===== config.mk =====
export PLATFORM = sky130hd
export DESIGN_NAME = seg7_scan_display
export DESIGN_NICKNAME = d
export VERILOG_FILES = /design/src/rtl/seg7_scan_display.sv
export SDC_FILE = /design/constraint.sdc
export NUM_CORES = 1
export LEC_CHECK = 0
export CORE_ASPECT_RATIO = 0.7
export CORE_UTILIZATION = 55
export DETAILED_ROUTE_END_ITERATION = 8
export PLACE_DENSITY_LB_ADDON = 0.15
export RECOVER_POWER = 100
export SYNTH_ARGS = -nofsm -noshare
export SYNTH_HDL_FRONTEND = slang
export SYNTH_SLANG_ARGS = --single-unit

===== constraint.sdc =====
create_clock -name clk -period 9.2 [get_ports clk]
set_input_delay 1.84 -clock clk [delete_from_list [all_inputs] [get_ports clk]]
set_output_delay 1.84 -clock clk [all_outputs]
set_load 0.05 [all_outputs]

===== src/rtl/seg7_scan_display.sv =====
// Converts a 32-bit binary value to 8 BCD digits (sequential double-dabble)
// and scans them onto an 8-digit common-anode 7-segment display.
module seg7_scan_display #(
    parameter int SCAN_DIV = 50000,
    parameter int LZ_BLANK = 1
) (
    input  logic        clk,
    input  logic        rst,
    input  logic [31:0] DataIn,
    output logic [7:0]  Anode,
    output logic [6:0]  Segments,
    output logic        Busy,
    output logic        Overflow
);

    localparam int PW = (SCAN_DIV > 1) ? $clog2(SCAN_DIV) : 1;
    localparam logic [PW-1:0] PMAX = PW'(SCAN_DIV - 1);

    typedef enum logic [1:0] {IDLE, SHIFT, DONE} state_t;

    state_t           state_q, state_d;
    logic [31:0]      shadow_q, shadow_d;
    logic [31:0]      bin_q, bin_d;
    logic [39:0]      bcd_q, bcd_d, bcd_adj;
    logic [4:0]       cnt_q, cnt_d;
    logic             busy_q, busy_d;
    logic             ovf_q, ovf_d;
    logic [7:0][3:0]  disp_q, disp_d;

    logic [PW-1:0]    presc_q, presc_d;
    logic [2:0]       idx_q, idx_d;
    logic [7:0]       anode_q, anode_d;
    logic [6:0]       seg_q, seg_d;
    logic [7:0]       blank;
    logic             zero_run;

    function automatic logic [6:0] seg_decode(input logic [3:0] d, input logic blk,
                                              input logic dash);
        logic [6:0] s;
        if (dash)      s = 7'b0111111;
        else if (blk)  s = 7'b1111111;
        else begin
            case (d)
                4'd0:    s = 7'b1000000;
                4'd1:    s = 7'b1111001;
                4'd2:    s = 7'b0100100;
                4'd3:    s = 7'b0110000;
                4'd4:    s = 7'b0011001;
                4'd5:    s = 7'b0010010;
                4'd6:    s = 7'b0000010;
                4'd7:    s = 7'b1111000;
                4'd8:    s = 7'b0000000;
                4'd9:    s = 7'b0010000;
                default: s = 7'b1111111;
            endcase
        end
        return s;
    endfunction

    always_comb begin
        bcd_adj = bcd_q;
        for (int i = 0; i < 10; i++) begin
            if (bcd_q[4*i +: 4] >= 4'd5)
                bcd_adj[4*i +: 4] = bcd_q[4*i +: 4] + 4'd3;
        end
    end

    always_comb begin
        state_d  = state_q;
        shadow_d = shadow_q;
        bin_d    = bin_q;
        bcd_d    = bcd_q;
        cnt_d    = cnt_q;
        busy_d   = busy_q;
        ovf_d    = ovf_q;
        disp_d   = disp_q;
        case (state_q)
            IDLE: begin
                if (DataIn != shadow_q) begin
                    shadow_d = DataIn;
                    bin_d    = DataIn;
                    bcd_d    = '0;
                    cnt_d    = '0;
                    busy_d   = 1'b1;
                    state_d  = SHIFT;
                end
            end
            SHIFT: begin
                {bcd_d, bin_d} = {bcd_adj[38:0], bin_q, 1'b0};
                cnt_d = cnt_q + 5'd1;
                if (cnt_q == 5'd31)
                    state_d = DONE;
            end
            DONE: begin
                // Overflow alone selects the dash pattern; stored digits are cleared.
                if (bcd_q[39:32] != 8'd0) begin
                    ovf_d  = 1'b1;
                    disp_d = '0;
                end else begin
                    ovf_d  = 1'b0;
                    disp_d = bcd_q[31:0];
                end
                busy_d  = 1'b0;
                state_d = IDLE;
            end
            default: state_d = IDLE;
        endcase
    end

    always_ff @(posedge clk or negedge rst) begin
        if (!rst) begin
            state_q  <= IDLE;
            shadow_q <= '0;
            bin_q    <= '0;
            bcd_q    <= '0;
            cnt_q    <= '0;
            busy_q   <= 1'b0;
            ovf_q    <= 1'b0;
            disp_q   <= '0;
        end else begin
            state_q  <= state_d;
            shadow_q <= shadow_d;
            bin_q    <= bin_d;
            bcd_q    <= bcd_d;
            cnt_q    <= cnt_d;
            busy_q   <= busy_d;
            ovf_q    <= ovf_d;
            disp_q   <= disp_d;
        end
    end

    always_comb begin
        blank    = '0;
        zero_run = 1'b1;
        for (int k = 7; k >= 1; k--) begin
            zero_run = zero_run && (disp_q[k] == 4'd0);
            blank[k] = (LZ_BLANK != 0) && !ovf_q && zero_run;
        end
    end

    // Anode and Segments are both computed from the next index so they switch together.
    always_comb begin
        presc_d = (presc_q == PMAX) ? '0 : presc_q + PW'(1);
        idx_d   = (presc_q == PMAX) ? idx_q + 3'd1 : idx_q;
        anode_d = ~(8'b1 << idx_d);
        seg_d   = seg_decode(disp_q[idx_d], blank[idx_d], ovf_q);
    end

    always_ff @(posedge clk or negedge rst) begin
        if (!rst) begin
            presc_q <= '0;
            idx_q   <= '0;
            anode_q <= 8'b11111110;
            seg_q   <= 7'b1000000;
        end else begin
            presc_q <= presc_d;
            idx_q   <= idx_d;
            anode_q <= anode_d;
            seg_q   <= seg_d;
        end
    end

    assign Anode    = anode_q;
    assign Segments = seg_q;
    assign Busy     = busy_q;
    assign Overflow = ovf_q;

endmodule

Word-level counts from Yosys, hierarchy flattened
Memories as Yosys holds them, arrays and structs flattened.
Index checks and enable logic that the tools add are counted.
{"block": "totals", "romBits": 112, "input_bits": 34, "mem_count": 1, "ram_bits": 0, "output_inout_bits": 17, "ff_bits": 179, "latch_bits": 0, "wordCells": 113}
{"name": "(no name shown)", "words": 16, "width": 7, "read_ports": 1, "rd_ports_with_merged_regs": 0, "write_ports": 0, "line": "43", "rtl": "case (d)"}
{"block": "classes", "muxes": 31, "n_eq_ne": 7, "multipliers": 0, "bitwise_logic": 1, "n_div": 0, "add_sub_neg": 13, "shift": 1, "magnitude_cmp": 11, "reduce_logical": 29}
{"op": "$pmux W40 S2", "count": 1}
{"op": "$mux W32", "count": 2}
{"op": "$pmux W32 S2", "count": 1}
{"op": "$ge A4 B3 Y1 const B", "count": 10}
{"op": "$mux W4", "count": 10}
{"op": "$mux W40", "count": 1}
{"op": "$add A4 B2 Y4 const B", "count": 9}
{"op": "$ne A32 B32 Y1", "count": 1}
{"op": "$logic_not A4 Y1", "count": 7}
{"op": "$add A16 B1 Y16 const B", "count": 1}
{"op": "$eq A16 B16 Y1 const B", "count": 1}
{"op": "$mux W16", "count": 1}
{"op": "$mux W7", "count": 2}
{"op": "$logic_and A1 B1 Y1", "count": 13}
{"op": "$bmux W4 S3", "count": 1}
{"op": "$pmux W5 S2", "count": 1}
{"op": "$not A8 Y8", "count": 1}
{"op": "$reduce_and A2 Y1", "count": 4}
{"op": "$reduce_bool A8 Y1", "count": 1}
{"op": "$shl A1 B3 Y8 const A", "count": 1}
{"op": "$mux W3", "count": 2}
{"op": "$add A5 B1 Y5 const B", "count": 1}
{"op": "$eq A5 B5 Y1 const B", "count": 1}
{"op": "$mux W5", "count": 1}
{"op": "14 further kinds", "count": 19}

Logic depth before layout (Yosys ltp)
Gate-level depths: netlist of run 1.
{"block": "depth", "word_depth": 12, "ltp_mapped": 12, "depth_no_buf": 11}

Worst setup path before layout of run 1
Ideal clock, no wire load.
{"block": "synth_path", "path_kind": "input -> register", "start": "in DataIn[2]", "end": "reg cnt_q[2]", "slack_ps": 5766, "path_stages": 9, "required_time_ps": 9117, "setup_time_ps": 83, "path_buffers": 2, "arrival_time_ps": 3351, "path_cell_list": "xnor2_1 -> nand4_1 -> nor4_1 -> a21oi_1 -> clkbuf_1 -> nor2_1 -> clkbuf_1 -> o21ai_0 -> o21ai_0"}
{"block": "synth_via", "elab_chain_cells": 3}
{"item": "start: declaration", "line": "9", "rtl": "input logic [31:0] DataIn,"}
{"item": "$ne A32 B32 Y1", "line": "79", "rtl": "if (DataIn != shadow_q) begin"}
{"item": "$ne A2 B2 Y1 (no source line)"}
{"item": "$reduce_and A2 Y1 (no source line)"}
{"item": "end signal: assignment", "line": "125", "rtl": "cnt_q <= cnt_d;"}
{"item": "end: declaration", "line": "25", "rtl": "logic [4:0] cnt_q, cnt_d;"}
Every way passes these cells.
A chain may end at the register's enable or synchronous reset.

Final worst setup path of run 1
{"block": "layout_path", "start": "in DataIn[26]", "end": "reg bin_q[11]"}
{"block": "layout_via", "elab_chain_cells": 3}
{"item": "$ne A32 B32 Y1", "line": "79"}
{"item": "$ne A2 B2 Y1 (no source line)"}
{"item": "$reduce_and A2 Y1 (no source line)"}
{"item": "end signal: assignment", "line": "123", "rtl": "bin_q <= bin_d;"}
{"item": "end: declaration", "line": "23", "rtl": "logic [31:0] bin_q, bin_d;"}
Every way passes these cells.

==> results of run 1 <==
[power groups by stage]
stage	clock [mW]	sequential [mW]	combinational, mW
after CTS	0.762	0.977	0.379
after detailed placement	0	0.990	0.377
final	0.751	0.979	0.374
after floorplan	0	1.01	0.216
after global routing	0.790	0.988	0.408
after global placement	0	0.986	0.362
[state kept, by name, summed over array words and instances, names as in the netlist]
name      cells
Busy          1
bcd_q        40
shadow_q     32
Segments      7
Overflow      1
disp_q       32
idx_q         3
Anode         8
presc_q      16
cnt_q         5
state_q       2
bin_q        32
[stage by stage]
step / power, mW / hold WS, ns / cell area, um^2
5_1_grt: 2.19 / 0.468 / 10100
4_1_cts: 2.12 / 0.460 / 10200
6_report: 2.10 / 0.460 / 10100
3_5_place_dp: 1.37 / 0.442 / 9600
2_1_floorplan: 1.22 / 0.425 / 8930
3_3_place_gp: 1.35 / 0.445 / 9600
[final timing paths]
path,from,to
setup / recovery,DataIn[26],bin_q[11]
hold reg to reg,presc_q[0],presc_q[0]
max in group asynchronous,rst,bcd_q[2]
hold / removal,presc_q[0],presc_q[0]
min in group asynchronous,rst,presc_q[6]
setup reg to reg,presc_q[11],Segments[3]
[placed cells by master (no fill, tap or decap), drive strengths merged, types with 9 or more instances in the layout]
cell           count
nand3             16
inv               29
nand2            187
dfrtp            171
dlygate4sd3       18
nand2b            14
mux2i             18
o31ai             11
xor2              18
xnor2             48
a21oi             27
ha                29
a32o              10
a22oi             29
and3              10
clkdlybuf4s50     31
o22ai             25
a22o              33
nor4               9
nand4             11
nor3               9
o21ai             29
nor2              29
clkbuf            27
[area by class of cell]
class	count	area, um^2	area share
well taps	200	250	0.0247
repair buffers	61	551	0.0542
clock inverters	14	183	0.0180
multi-input cells	632	4140	0.408
flip-flops and latches	179	4490	0.442
clock buffers	18	429	0.0423
inverters	29	109	0.0107
[synth_stat cells, types with 24 or more instances]
cell	count	area, um^2
a21oi_1	27	135
a22o_1	33	289
a22oi_1	29	218
clkbuf_1	41	154
dfrtp_1	171	4280
ha_1	29	363
inv_1	28	105
nand2_1	187	702
nor2_1	29	109
o21ai_0	29	145
o22ai_1	24	150
xnor2_1	48	420
[per-layer routing]
layer  global-route usage  share of wire  up-vias
li1                     -              -     3227
met1                0.404           0.49     3422
met2                0.380           0.43      226
met3               0.0572          0.069       22
met4               0.0771          0.012        0
met5                    0              0        -
[kinds of logic (layout without fill, tap and decap cells)]
logic type	after synthesis	count (layout)	synth area share
and+or+nand+nor	316	316	0.165
AOI/OAI and AO/OA	194	194	0.158
xor gates and xnor gates	66	66	0.0647
muxes	27	27	0.0345
buffers and inverters	77	122	0.0345
DFF	179	179	0.503
adders and majority gates	29	29	0.0406
[worst reg2reg max path, stage by stage (launching register included)]
cell	delay (ns)
dfrtp_1	0.45
or4b_1	0.59
nor4_1	1.64
clkbuf_1	0.61
mux2_1	0.42
o2111ai_1	0.22
o32a_2	0.23
inv_1	0.13
or4b_1	0.57
nand3_1	0.12
==> results_dict.tcl, run 1 <==
set metrics [dict create \
    status "finished with violations" \
    violations "max-capacitance violations, max-slew violations" \
    drt-initial-drc-count 547 \
    crit_arrival_ns 6.34 \
    synth_edf_count 0 \
    fillers 1254 \
    powerDensity_nw_per_um2 207 \
    max_freq_ghz 0.167 \
    slew_headroom -1.51 \
    ir_worst_vdd_mv 0.131 \
    yosysWarnings 0 \
    holdCritPathClass "reg2reg" \
    coreArea_um2 15700 \
    antenna_found_initial 0 \
    synth-async-reset-ratio 1.00 \
    synth-seq-cells 179 \
    instances_no_fill 1133 \
    cp_slowest_cell "nor2_1" \
    routed_via_density 6.09 \
    hold_viol_final 0 \
    yosysSeqAreaShare 0.503 \
    syn_inst 888 \
    swShare 0.295 \
    end_kind "flip-flop" \
    die_x_um 154 \
    intPower_mw 1.48 \
    area.growth.synth_to_final_pct 13.6 \
    ys.flop_type "dfrtp_1" \
    grt_usage 0.265 \
    routedWlPerCell_um 18.5 \
    n_antenna_cell 0 \
    floorplan.initialDensity 0.569 \
    cts_tree "built" \
    fin_ws_ns 3.23 \
    layout.nets 983 \
    dieHeight_um 109 \
    drv_cap 6 \
    clock_skew_ns 0.0106 \
    dpl_worst_slack_ns 4.45 \
    dp_hpwl_um 14500 \
    final_antenna_net_count 0 \
    syn_nets 951 \
    seqPwrFrac 0.465 \
    postCtsSetupBuffers 0 \
    rsz0062_at_grt "false" \
    clkPwrFrac 0.357 \
    utilization 0.647 \
    critical_path_class "in2reg" \
    worst_pin_slew_ns 3.77 \
    crit_chain "dlygate4sd3_1 -> xnor2_1 -> nand4_1 -> nor4_1 -> a21oi_4 -> clkbuf_1 -> nor2_1 -> clkbuf_1 -> a22oi_1 -> nand2_1" \
    drive_gt1_frac 0.0600 \
    post_cts_resized 0 \
    drtPass1Iterations 5 \
    port_buffers 50 \
    cp.buffers_inverters 3 \
    drc 0 \
    r2r_slack_ns 4.17 \
    crit_cells 10 \
    ys_types 64 \
    finalSetupTns_ns 0 \
    rows 38 \
    leakagePower_nw 4.43 \
    cts.sinks 179 \
    cts-root-buf "clkbuf_16" \
    cts_buffers 17 \
    min_period_over_period 0.649 \
    syn_area_um2 8930 \
    place.gp.congestion 0.841 \
    grt_pass1_vias 6482 \
    vias 6897 \
    cts_buffer_depth 2 \
    crit_path_max_incr_delay_ns 0.93 \
    grt_pass1_wl_um 34100 \
    r2r.worst_path.cells 9 \
    cp_common_cell "clkbuf_1" \
    crit_family "buffers and inverters" \
    min_period_ns 5.97 \
    path_max_fanout 40 \
    wl_um 21000 \
    cts.clk_slew.worst_paths_ns 0.07 \
    share_comb_of_total_power 0.178 \
    cp.required_ns 9.57 \
    start_kind "input port" \
    drv_slew 246 \
    grt_max_degree 109 \
    ios 51 \
    insertion_delay_ns 0.44 \
    hold_depth 1 \
    synth.avg_cell_area_um2 10.1 \
    placed_cells 1101 \
    hold_buffers 0 \
    p_switching_mw 0.620 \
    h-tree-depth 4 \
    grt_overflow 0 \
    setup_violations 0 \
    dieArea_um2 16800 \
]
Power figures use the tool's default switching activity.
==> run 2, diff against run 1 <==
- CORE_UTILIZATION: 55 -> 54
- clock period: 9.2 -> 4.9 ns (I/O delays scaled with it)
==> run 2 against run 1 <==
The flow still finishes with violations (max-capacitance violations, max-slew violations). Flip-flop and latch count did not move. Via count fell by 0.41%. Clock power rose by 85%. Cell count rose by 1.8%. Final area rose by 0.31%. Sequential share of layout area fell by 0.14 points. Setup slack got worse by 2.7 ns. Clock skew fell by 0.0016 ns. Routed wire length rose by 0.46%. Highest routed layer unchanged. Register-to-register slack got worse by 3.4 ns.
==> results_dict.tcl, run 2 (synthesized netlist as in run 1, its figures left out) <==
set metrics [dict create \
    status "finished with violations" \
    violations "max-capacitance violations, max-slew violations" \
    powerDensity_nw_per_um2 386 \
    insertion_delay_ns 0.44 \
    die_x_um 156 \
    routed_via_density 5.96 \
    place.gp.congestion 0.850 \
    crit_path_max_incr_delay_ns 1.19 \
    grt_max_degree 96 \
    grt_pass1_vias 6646 \
    crit_arrival_ns 4.75 \
    hold_buffers 0 \
    min_period_over_period 0.893 \
    routed.top_layer "met4" \
    cp_common_cell "nand2_1" \
    hold_viol_final 0 \
    placed_area_um2 9640 \
    finalSetupTns_ns 0 \
    n_antenna_cell 0 \
    wl_met1_um 10400 \
    drtPass1Iterations 5 \
    coreArea_um2 15800 \
    dieHeight_um 110 \
    cts.clk_slew.worst_paths_ns 0.07 \
    rows 38 \
    holdCritPathClass "reg2reg" \
    largest_register_ffs 40 \
    leakagePower_nw 4.44 \
    h-tree-depth 4 \
    crit_chain "dlygate4sd3_1 -> xnor2_1 -> nand4_1 -> nor4_1 -> a21oi_4 -> nand2b_1 -> clkbuf_1 -> nand2_1 -> nand2_1" \
    p_switching_mw 1.19 \
    start_kind "input port" \
    floorplan.initialDensity 0.564 \
    wl_um 21100 \
    drt-initial-drc-count 642 \
    drive_gt1_frac 0.0654 \
    clkPwrFrac 0.353 \
    worst_pin_slew_ns 2.10 \
    met3_wirelength_um 1470 \
    critical_path_class "in2reg" \
    vias 6869 \
    crit_family "buffers and inverters" \
    setup_violations 0 \
    cts-root-buf "clkbuf_16" \
    top_register "bcd_q" \
    slew_headroom -0.401 \
    port_buffers 50 \
    drv_slew 230 \
    seqPwrFrac 0.467 \
    intPower_mw 2.74 \
    drc 0 \
    end_kind "flip-flop" \
    grt_usage 0.265 \
    grt_pass1_wl_um 34700 \
    share_comb_of_total_power 0.180 \
    postCtsSetupBuffers 0 \
    ir_worst_vdd_mv 0.284 \
    area.growth.synth_to_final_pct 14.0 \
    rsz0062_at_grt "false" \
    mostFrequentLayoutCells "nand2_1 (187), dfrtp_1 (171), xnor2_1 (48)" \
    grt_overflow 0 \
    drv_cap 5 \
    routedWlPerCell_um 18.3 \
    post_cts_resized 0 \
    cts_buffer_depth 2 \
    ios 51 \
    path_max_fanout 33 \
    antenna_found_initial 0 \
    max_freq_ghz 0.228 \
    design_area_um2 10200 \
    cts_buffers 17 \
    final_antenna_net_count 0 \
    cp.buffers_inverters 2 \
    cp_slowest_cell "clkbuf_1" \
    cp.required_ns 5.27 \
    cts_tree "built" \
    layout.nets 983 \
    swShare 0.302 \
    dieArea_um2 17100 \
    cts.sinks 179 \
    min_period_ns 4.38 \
    clock_skew_ns 0.00897 \
    fillers 1263 \
    final_common_cell "nand2_1" \
    dp_hpwl_um 14600 \
    route.met2.wl_um 9110 \
]
[run 2: power by group through the flow]
stage | clock network (mW) | registers (mW) | logic [mW]
floorplan | 0 | 1.89 | 0.405
global placement | 0 | 1.85 | 0.688
detailed placement | 0 | 1.86 | 0.716
CTS | 1.41 | 1.83 | 0.721
global route | 1.46 | 1.86 | 0.777
finish | 1.39 | 1.84 | 0.707
[run 2: final timing paths]
path                                  start     endpoint  slack (ns)  depth (start not counted)
worst max-delay path             DataIn[13]  shadow_q[7]        0.52                          9
worst min-delay path             presc_q[0]   presc_q[0]        0.48                          1
worst max register to register  presc_q[11]  Segments[0]        0.78                          8
worst min register to register   presc_q[0]   presc_q[0]        0.48                          1
max in group asynchronous               rst    bcd_q[10]        2.42                          2
min in group asynchronous               rst   presc_q[0]        1.11                          1
[run 2: per-stage QoR]
step	setup WS, ns	std cells	hold slack (ns)	total power [mW]	util
floorplan	1.85	888	0.425	2.29	-
global placement	0.997	1121	0.445	2.54	0.609
detailed placement	0.970	1121	0.470	2.57	0.609
CTS	0.925	1153	0.480	3.96	0.647
global route	0.397	1153	0.504	4.10	0.643
finish	0.523	1153	0.478	3.93	0.643
[run 2: cell type report]
cell class | instances | area, um^2 | share of cell area
Sequential cell | 179 | 4490 | 0.441
Tap cell | 220 | 275 | 0.0270
Clock inverter | 14 | 171 | 0.0168
Inverter | 29 | 109 | 0.0107
Timing Repair Buffer | 61 | 572 | 0.0562
Multi-Input combinational cell | 632 | 4140 | 0.406
Clock buffer | 18 | 429 | 0.0422
[run 2: layer usage]
layer,GRT usage,vias to the layer above
met4,0.0714,0
met1,0.400,3422
met3,0.0654,10
met5,0,-
met2,0.379,214
li1,-,3223
==> run 3, diff against run 2 <==
- TNS_END_PERCENT: not set -> 30
==> results of run 3 <==
The final DEF is identical to that of run 2; final timing and power are the same.
